## config.mk

```make
export PLATFORM = sky130hd
export DESIGN_NAME = booth_mul_arbiter
export DESIGN_NICKNAME = d
export VERILOG_FILES = /design/src/rtl/booth_mul_arbiter.sv
export SDC_FILE = /design/constraint.sdc
export NUM_CORES = 1
export LEC_CHECK = 0
export CORE_MARGIN = 5
export CORE_UTILIZATION = 23
export DETAILED_ROUTE_END_ITERATION = 7
export HOLD_SLACK_MARGIN = 0.03
export MAX_ROUTING_LAYER = met4
export PLACE_DENSITY = 0.6
export SLEW_MARGIN = 5
export SYNTH_ARGS = -nofsm -noshare
export SYNTH_HDL_FRONTEND = slang
export SYNTH_SLANG_ARGS = --single-unit
export TNS_END_PERCENT = 50
```

## constraint.sdc

```tcl
create_clock -name clk -period 4.5 [get_ports clk]
set_clock_uncertainty 0.2 [all_clocks]
set_input_delay 1.35 -clock clk [delete_from_list [all_inputs] [get_ports clk]]
set_output_delay 1.35 -clock clk [all_outputs]
set_load 0.01 [all_outputs]
```

## src/rtl/booth_mul_arbiter.sv

```systemverilog
// booth_mul_arbiter
//   Round-robin front end for one shared iterative Booth multiplier. Requesters
//   hand in an operand pair with valid/ready. The arbiter holds the operands on
//   the multiplier for LATENCY cycles with pip_en high, samples the product, and
//   returns it to the granted requester with valid/ready.
//
// Ports
//   clk, rst        clock and synchronous active-high reset
//   req_valid       [NREQ]           per-requester request valid
//   req_ready       [NREQ]           one-hot accept, combinational, IDLE only
//   req_a / req_b   [NREQ*WIDTH]     packed operands, requester i at [i*W +: W]
//   resp_valid      [NREQ]           one-hot result valid
//   resp_ready      [NREQ]           per-requester result accept
//   resp_data       [WIDTH_MUL]      product for the flagged requester
//   mul_pip_en, mul_a, mul_b         drive the shared multiplier
//   mul_out         [WIDTH_MUL]      multiplier result
//   busy                             operation in flight (RUN or RESP)
//   grant_id                         current / most recent grant
//   done_cnt        [16]             completed operations, wraps
module booth_mul_arbiter #(
    parameter int NREQ      = 4,
    parameter int WIDTH_A   = 16,
    parameter int WIDTH_B   = 16,
    parameter int WIDTH_MUL = 32,
    parameter int LATENCY   = 11
) (
    input  logic                      clk,
    input  logic                      rst,
    input  logic [NREQ-1:0]           req_valid,
    output logic [NREQ-1:0]           req_ready,
    input  logic [NREQ*WIDTH_A-1:0]   req_a,
    input  logic [NREQ*WIDTH_B-1:0]   req_b,
    output logic [NREQ-1:0]           resp_valid,
    input  logic [NREQ-1:0]           resp_ready,
    output logic [WIDTH_MUL-1:0]      resp_data,
    output logic                      mul_pip_en,
    output logic [WIDTH_A-1:0]        mul_a,
    output logic [WIDTH_B-1:0]        mul_b,
    input  logic [WIDTH_MUL-1:0]      mul_out,
    output logic                      busy,
    output logic [$clog2(NREQ)-1:0]   grant_id,
    output logic [15:0]               done_cnt
);

    localparam int GW = $clog2(NREQ);
    localparam int CW = $clog2(LATENCY + 1);
    localparam logic [NREQ-1:0] ONE_HOT0 = NREQ'(1);

    typedef enum logic [1:0] {S_IDLE, S_RUN, S_RESP} state_t;

    state_t                          state;
    logic [GW-1:0]                   rr_ptr;
    logic [CW-1:0]                   cnt;

    // Per-requester views of the packed operand buses.
    logic [NREQ-1:0][WIDTH_A-1:0]    a_vec;
    logic [NREQ-1:0][WIDTH_B-1:0]    b_vec;
    assign a_vec = req_a;
    assign b_vec = req_b;

    // Round-robin search: first valid requester strictly after rr_ptr, wrapping.
    logic                            pick_found;
    logic [GW-1:0]                   pick_idx;
    logic [GW-1:0]                   scan_idx;

    always_comb begin
        pick_found = 1'b0;
        pick_idx   = '0;
        scan_idx   = '0;
        for (int k = 1; k <= NREQ; k++) begin
            scan_idx = GW'((int'(rr_ptr) + k) % NREQ);
            if (!pick_found && req_valid[scan_idx]) begin
                pick_found = 1'b1;
                pick_idx   = scan_idx;
            end
        end
    end

    // Accept is combinational; reset in the same cycle suppresses the handshake.
    always_comb begin
        req_ready = '0;
        if (state == S_IDLE && pick_found && !rst)
            req_ready[pick_idx] = 1'b1;
    end

    always_ff @(posedge clk) begin
        if (rst) begin
            state      <= S_IDLE;
            rr_ptr     <= GW'(NREQ - 1);
            cnt        <= '0;
            grant_id   <= '0;
            mul_pip_en <= 1'b0;
            mul_a      <= '0;
            mul_b      <= '0;
            resp_valid <= '0;
            resp_data  <= '0;
            busy       <= 1'b0;
            done_cnt   <= '0;
        end else begin
            case (state)
                S_IDLE: begin
                    if (pick_found) begin
                        mul_a      <= a_vec[pick_idx];
                        mul_b      <= b_vec[pick_idx];
                        mul_pip_en <= 1'b1;
                        grant_id   <= pick_idx;
                        rr_ptr     <= pick_idx;
                        cnt        <= CW'(LATENCY - 1);
                        busy       <= 1'b1;
                        state      <= S_RUN;
                    end
                end
                S_RUN: begin
                    // cnt reaches 0 in the LATENCY-th cycle with operands held.
                    if (cnt == '0) begin
                        resp_data  <= mul_out;
                        mul_pip_en <= 1'b0;
                        mul_a      <= '0;
                        mul_b      <= '0;
                        resp_valid <= ONE_HOT0 << grant_id;
                        state      <= S_RESP;
                    end else begin
                        cnt <= cnt - 1'b1;
                    end
                end
                S_RESP: begin
                    // Only the granted requester's ready is looked at.
                    if (resp_ready[grant_id]) begin
                        resp_valid <= '0;
                        busy       <= 1'b0;
                        done_cnt   <= done_cnt + 16'd1;
                        state      <= S_IDLE;
                    end
                end
                default: state <= S_IDLE;
            endcase
        end
    end

endmodule

```

==> results of run 1 <==
critical path, delay by kind of cell:
family,cells,cell delay (ns)
AO/OA/AOI/OAI,1,0.35
buffers and inverters,3,0.54
AND/OR/NAND/NOR,3,0.45
area by class of cell:
cell class / count / area, µm² / share of cell area (%)
sequential: 96 / 1920 / 23.8
clock buffer: 9 / 225 / 2.79
timing repair buffer: 291 / 2870 / 35.6
inverter: 4 / 15.0 / 0.186
clock inverter: 7 / 100 / 1.24
multi-input combinational: 426 / 2590 / 32.1
tap: 270 / 338 / 4.19
cells by family (layout without fill, tap and decap cells):
logic type | Yosys count | count (layout) | share of synthesized area (%)
fa+ha+maj | 3 | 3 | 0.805
flops | 96 | 96 | 41.2
simple gates | 221 | 221 | 22.6
mux | 34 | 34 | 7.56
compound gates | 152 | 152 | 20.5
xor+xnor | 16 | 16 | 3.00
buf+inv | 46 | 311 | 4.40
per-stage QoR:
step                      setup WS [ns]  hold WS, ns  total power [mW]
after floorplan                   0.586        0.241              1.50
after global placement           -0.154        0.241              2.01
after detailed placement         -0.169        0.246              2.02
after CTS                       0.00916        0.258              2.88
after global routing              0.159        0.275              3.03
final                             0.249        0.254              2.85
power groups by stage:
stage / sequential (mW) / combinational [mW] / clock (mW)
after global placement: 1.06 / 0.950 / 0
after floorplan: 1.10 / 0.401 / 0
after detailed placement: 1.07 / 0.953 / 0
after CTS: 1.05 / 0.960 / 0.867
final: 1.05 / 0.974 / 0.833
after global routing: 1.06 / 1.07 / 0.902
placed cells by master, fill, tap and decap left out, types with 3 or more instances in the layout:
master	n
a21boi_0	33
a21oi_1	42
a31oi_1	3
and2_1	3
and3_1	35
buf_4	29
clkbuf_16	11
clkdlybuf4s50_1	252
dfxtp_1	96
ha_1	3
inv_1	4
mux2i_1	33
nand2_1	109
nand2b_1	3
nand3_1	5
nor2_1	31
nor2_2	5
nor3_1	6
nor3b_1	3
o211ai_1	32
o21ai_0	17
o21ai_1	16
xnor2_1	10
xor2_1	6
flip-flops by register name, summed over array words and instances, names as in the netlist, 4 cells and up:
name and count:
done_cnt 16, mul_a 16, resp_data 32, cnt 4
resp_valid 4, mul_b 16
worst min path at each step:
stage	cells past startpoint	to	startpoint	slack, ns
5_1_grt	2	resp_data[30]	resp_data[30]	0.28
3_5_place_dp	2	resp_data[22]	resp_data[22]	0.25
3_3_place_gp	2	resp_data[24]	resp_data[24]	0.24
2_1_floorplan	2	cnt[1]	cnt[1]	0.24
4_1_cts	2	resp_data[22]	resp_data[22]	0.26
6_report	2	resp_data[16]	resp_data[16]	0.25
layer usage:
metal  vias to the layer above  share of wire, %  routed length, µm
li1                       2499                 -                  -
met1                      2208                45               7680
met2                       212                44               7390
met3                        25               8.6               1460
met4                         0               2.3                388
met5                         -                 0                  0
repair_timing:
item,in CTS,in global routing
pin swaps,1,4
gates cloned,0,2
setup endpoints to repair,4,4
buffers inserted,0,9
resized for setup,8,8
==> impl_metrics.tcl, run 1 <==
set metrics [dict create \
    status "completed" \
    p_int_mw 1.95 \
    die_w_um 152 \
    hold_buffers 0 \
    drt-total-wl_um 16900 \
    slew_violations 0 \
    design_area_um2 8070 \
    clockRootBuffer "clkbuf_16" \
    num_antenna_cells 0 \
    required_ns 2.95 \
    ys.warnings.count 0 \
    crit_type "input pin to output port" \
    worst_slew_pin_slew_ns 0.704 \
    p_sw_uw 903 \
    max-cap-violations 0 \
    slew-limit-headroom_pct 53.1 \
    holdCritPathClass "flip-flop to flip-flop" \
    start_util_pct 23.2 \
    synth_seq_cells 96 \
    critPathLaunchType "input pin" \
    yosys.area.top_type "dfxtp_1" \
    comb_power_share_pct 34.1 \
    period_needed_ns 4.25 \
    cts_max_level 3 \
    antenna_left 0 \
    setup_violations 0 \
    drc_errors 0 \
    grt_antenna_before_repair 0 \
    die_h_um 152 \
    cts_made_buffers 9 \
    fin_nets 1001 \
    grt_setup_unrepaired "false" \
    setup-tns-final_ns 0 \
    synth_top_area_share_pct 41.2 \
    grt_max_degree 66 \
    gp_congestion 0.787 \
    max_stage_delay_ns 0.35 \
    fin_cells 1103 \
    rr_startpoint "rr_ptr[1]" \
    cp_cell_sequence "dlygate4sd2_1 -> nor2_2 -> a211o_1 -> nor3_4 -> buf_12 -> and2_1 -> buf_4" \
    dpl.cell_count 1076 \
    rows 52 \
    grt-ovfl-total 0 \
    pwr-share-clk_pct 29.2 \
    vias 4944 \
    nFillCells 2035 \
    ff2ff_setup_slack_ns 2.04 \
    irDropWorstVdd_uv 174 \
    finalHoldViolCount 0 \
    grt_busiest_layer "met2" \
    clk_transition_reported_paths_ns 0.07 \
    placed_cell_area_um2 7600 \
    synth-edff-count 0 \
    clock_path_buffers 2 \
    drt_iter0_drc 181 \
    slowest_stage "a211o_1" \
    core_um2 20100 \
    cts_tree "built" \
    ios 262 \
    grt.met2_usage_pct 21.1 \
    syn_nets 741 \
    grt_pass1_wl_um 25500 \
    yosys-top-cells-area "dfxtp_1 41%, nand2_1 8.9%, mux2i_1 7.1%, a21boi_0 5.3%, o211ai_1 5.2%" \
    yosysMostFrequentCell "nand2_1" \
    r2r_end "mul_b[13]" \
    detail_route.wl_per_cell_um 15.3 \
    critical_path.startpoint "req_valid[3]" \
    syn-mean-instance-area_um2 8.21 \
    switching_share_pct 31.6 \
    use_met1_pct 17.1 \
    crit_arrival_ns 2.70 \
    endpoint "req_ready[2]" \
    synthArstFlopShare_pct 0 \
    use_met3_pct 4.49 \
    syn_to_final_growth_pct 73.0 \
    cp_max_fo 6 \
    clock-sinks 96 \
    yosysUniqueCellTypes 44 \
    pwr-share-seq_pct 36.7 \
    hpwl_um 12200 \
    worst-r2r-cell-count 6 \
    syn_area_um2 4660 \
    synthTopCellsByCount "110 x nand2_1, 96 x dfxtp_1, 42 x a21oi_1" \
    postLayoutCoreUtil_pct 40.1 \
    power_leakage_nw 3.06 \
    numPortBuffers 261 \
    crit_path_end_kind "output port" \
    die_area_um2 23200 \
    viasPerCell 4.48 \
    fmax_mhz 235 \
    grt_pass1_vias 4849 \
    globalRouteTotalUtil_pct 13.8 \
    pwr_density_cell_nw_per_um2 354 \
    dr.pass1.iters 4 \
    drive_gt1_share_pct 8.28 \
    ys.flop_type "dfxtp_1" \
    synthCells 568 \
    clock_latency_ns 0.35 \
    ys_seq_area_share_pct 41.2 \
    min_period_over_period_pct 94.5 \
]
(Power assumes the default switching activity.)
==> run 2: changes to the inputs <==
ABC_CLOCK_PERIOD_IN_PS = 4500   (was not set)
==> results of run 2 <==
The final DEF is identical to that of run 1; final timing and power are the same.
==> run 3: changes to the inputs <==
SKIP_LAST_GASP = 1   (was not set)
==> run 3 against run 2 <==
  * Critical path depth is the same
  * Core utilization is essentially flat
  * Die area is the same
  * Highest routed layer unchanged
  * Critical endpoint unchanged
  * Largest cell class unchanged
  * Hold slack gained 0.00063 ns
  * Routed wire length grew 0.12%
  * Sequential power is essentially flat
==> impl_metrics.tcl, run 3 (synthesized netlist as in run 1, its figures left out) <==
set metrics [dict create \
    status "completed" \
    grt-ovfl-total 0 \
    core_um2 20100 \
    final_cell_mix "254 x clkdlybuf4s50_1, 109 x nand2_1, 96 x dfxtp_1" \
    holdCritPathClass "flip-flop to flip-flop" \
    clockRootBuffer "clkbuf_16" \
    numPortBuffers 261 \
    irDropWorstVdd_uv 174 \
    wl_met1_um 7670 \
    power_leakage_nw 3.05 \
    wl_met2_um 7420 \
    vias 4926 \
    hold_end "resp_data[29]" \
    fin_cells 1103 \
    slew_violations 0 \
    cts_tree "built" \
    rr_startpoint "rr_ptr[1]" \
    clock-sinks 96 \
    critPathLaunchType "input pin" \
    ff2ff_setup_slack_ns 2.04 \
    drt_iter0_drc 179 \
    cts_max_level 3 \
    die_h_um 152 \
    die_area_um2 23200 \
    regMostFlops "resp_data" \
    crit_type "input pin to output port" \
    setup-tns-final_ns 0 \
    grt_antenna_before_repair 0 \
    finalHoldViolCount 0 \
    min_period_over_period_pct 99.1 \
    worst_slew_pin_slew_ns 0.712 \
    cts_made_buffers 9 \
    clk_transition_reported_paths_ns 0.08 \
    crit_arrival_ns 2.91 \
    drive_gt1_share_pct 8.28 \
    rows 52 \
    clock_path_buffers 2 \
    r2r_end "mul_a[4]" \
    worst-r2r-cell-count 6 \
    design_area_um2 8070 \
    num_antenna_cells 0 \
    detail_route.wl_per_cell_um 15.4 \
    period_needed_ns 4.46 \
    register_area_um2 1920 \
    crit_path_end_kind "output port" \
    multi_input_area_um2 2590 \
    drt-total-wl_um 16900 \
    clock_latency_ns 0.35 \
    fin_nets 1001 \
    grt_max_degree 66 \
    antenna_left 0 \
    gp_congestion 0.787 \
    slew-limit-headroom_pct 52.5 \
    die_w_um 152 \
    grt_pass1_vias 4849 \
    pwr_density_cell_nw_per_um2 354 \
    viasPerCell 4.47 \
    hold_buffers 0 \
    ios 262 \
    drc_errors 0 \
    grt_setup_unrepaired "true" \
    placed_cell_area_um2 7600 \
    syn_to_final_growth_pct 72.9 \
    layout_commonest_cell "clkdlybuf4s50_1" \
    top_layer_used "met4" \
    hpwl_um 12200 \
    cp_max_fo 6 \
    hold_depth 2 \
    setup_violations 0 \
    dpl.cell_count 1076 \
    start_util_pct 23.2 \
    required_ns 2.95 \
    fmax_mhz 224 \
    min_from "resp_data[29]" \
    grt_pass1_wl_um 25500 \
    dr.pass1.iters 4 \
    largest_register_ffs 32 \
    wl_met3_um 1460 \
    nFillCells 2036 \
    globalRouteTotalUtil_pct 13.8 \
    max-cap-violations 0 \
]
## run 3: cell types whose count changed in the layout (fill, tap and decap cells not counted)
cell	before	now
clkdlybuf4s50_1	252	254
dlymetal6s2s_1	2	1
dlygate4sd2_1	2	1
## run 3: repair_timing
action                     in CTS  in global routing
gates cloned                    0                  2
pin swaps                       0                  4
setup endpoints to repair       4                  4
setup buffers                   0                  9
resized for setup               5                  9
## run 3: worst max path at each step
stage | start | end
6_report | req_valid[2] | req_ready[2]
5_1_grt | req_valid[0] | req_ready[2]
4_1_cts | req_valid[3] | req_ready[1]
3_5_place_dp | req_valid[1] | req_ready[3]
3_3_place_gp | req_valid[1] | req_ready[3]
2_1_floorplan | req_valid[0] | req_ready[0]
## run 3: metrics by stage
step	total power, mW	util, %	hold slack, ns	setup slack (ns)
floorplan	1.50	-	0.241	0.586
global placement	2.01	37.8	0.241	-0.154
detailed placement	2.02	37.8	0.246	-0.169
CTS	2.87	39.5	0.258	-0.0493
global route	3.03	40.1	0.275	-0.0531
finish	2.85	40.1	0.255	0.0420
## run 3: area by class of cell
cell class                      instances  area share, %
Inverter                                4          0.186
Sequential cell                        96           23.8
Clock buffer                            9           2.79
Clock inverter                          7           1.24
Timing Repair Buffer                  291           35.6
Multi-Input combinational cell        426           32.2
Tap cell                              270           4.19
## run 3: layer usage
metal	GRT usage (%)	vias to the layer above
li1	-	2499
met2	21.1	210
met3	4.49	25
met5	-	-
met4	4.96	0
met1	17.1	2192
## run 3: critical path, stage by stage
cell and delay [ns]:
clkdlybuf4s50_1 0.50, nor2_2 0.06, a211o_1 0.35, nor3_4 0.25, buf_12 0.16, and2_1 0.12
buf_4 0.11
## run 3: power by group
part	total, mW	internal [mW]	switching (mW)
combinational	0.975	0.532	0.442
sequential	1.05	0.968	0.0779
clock	0.832	0.450	0.382
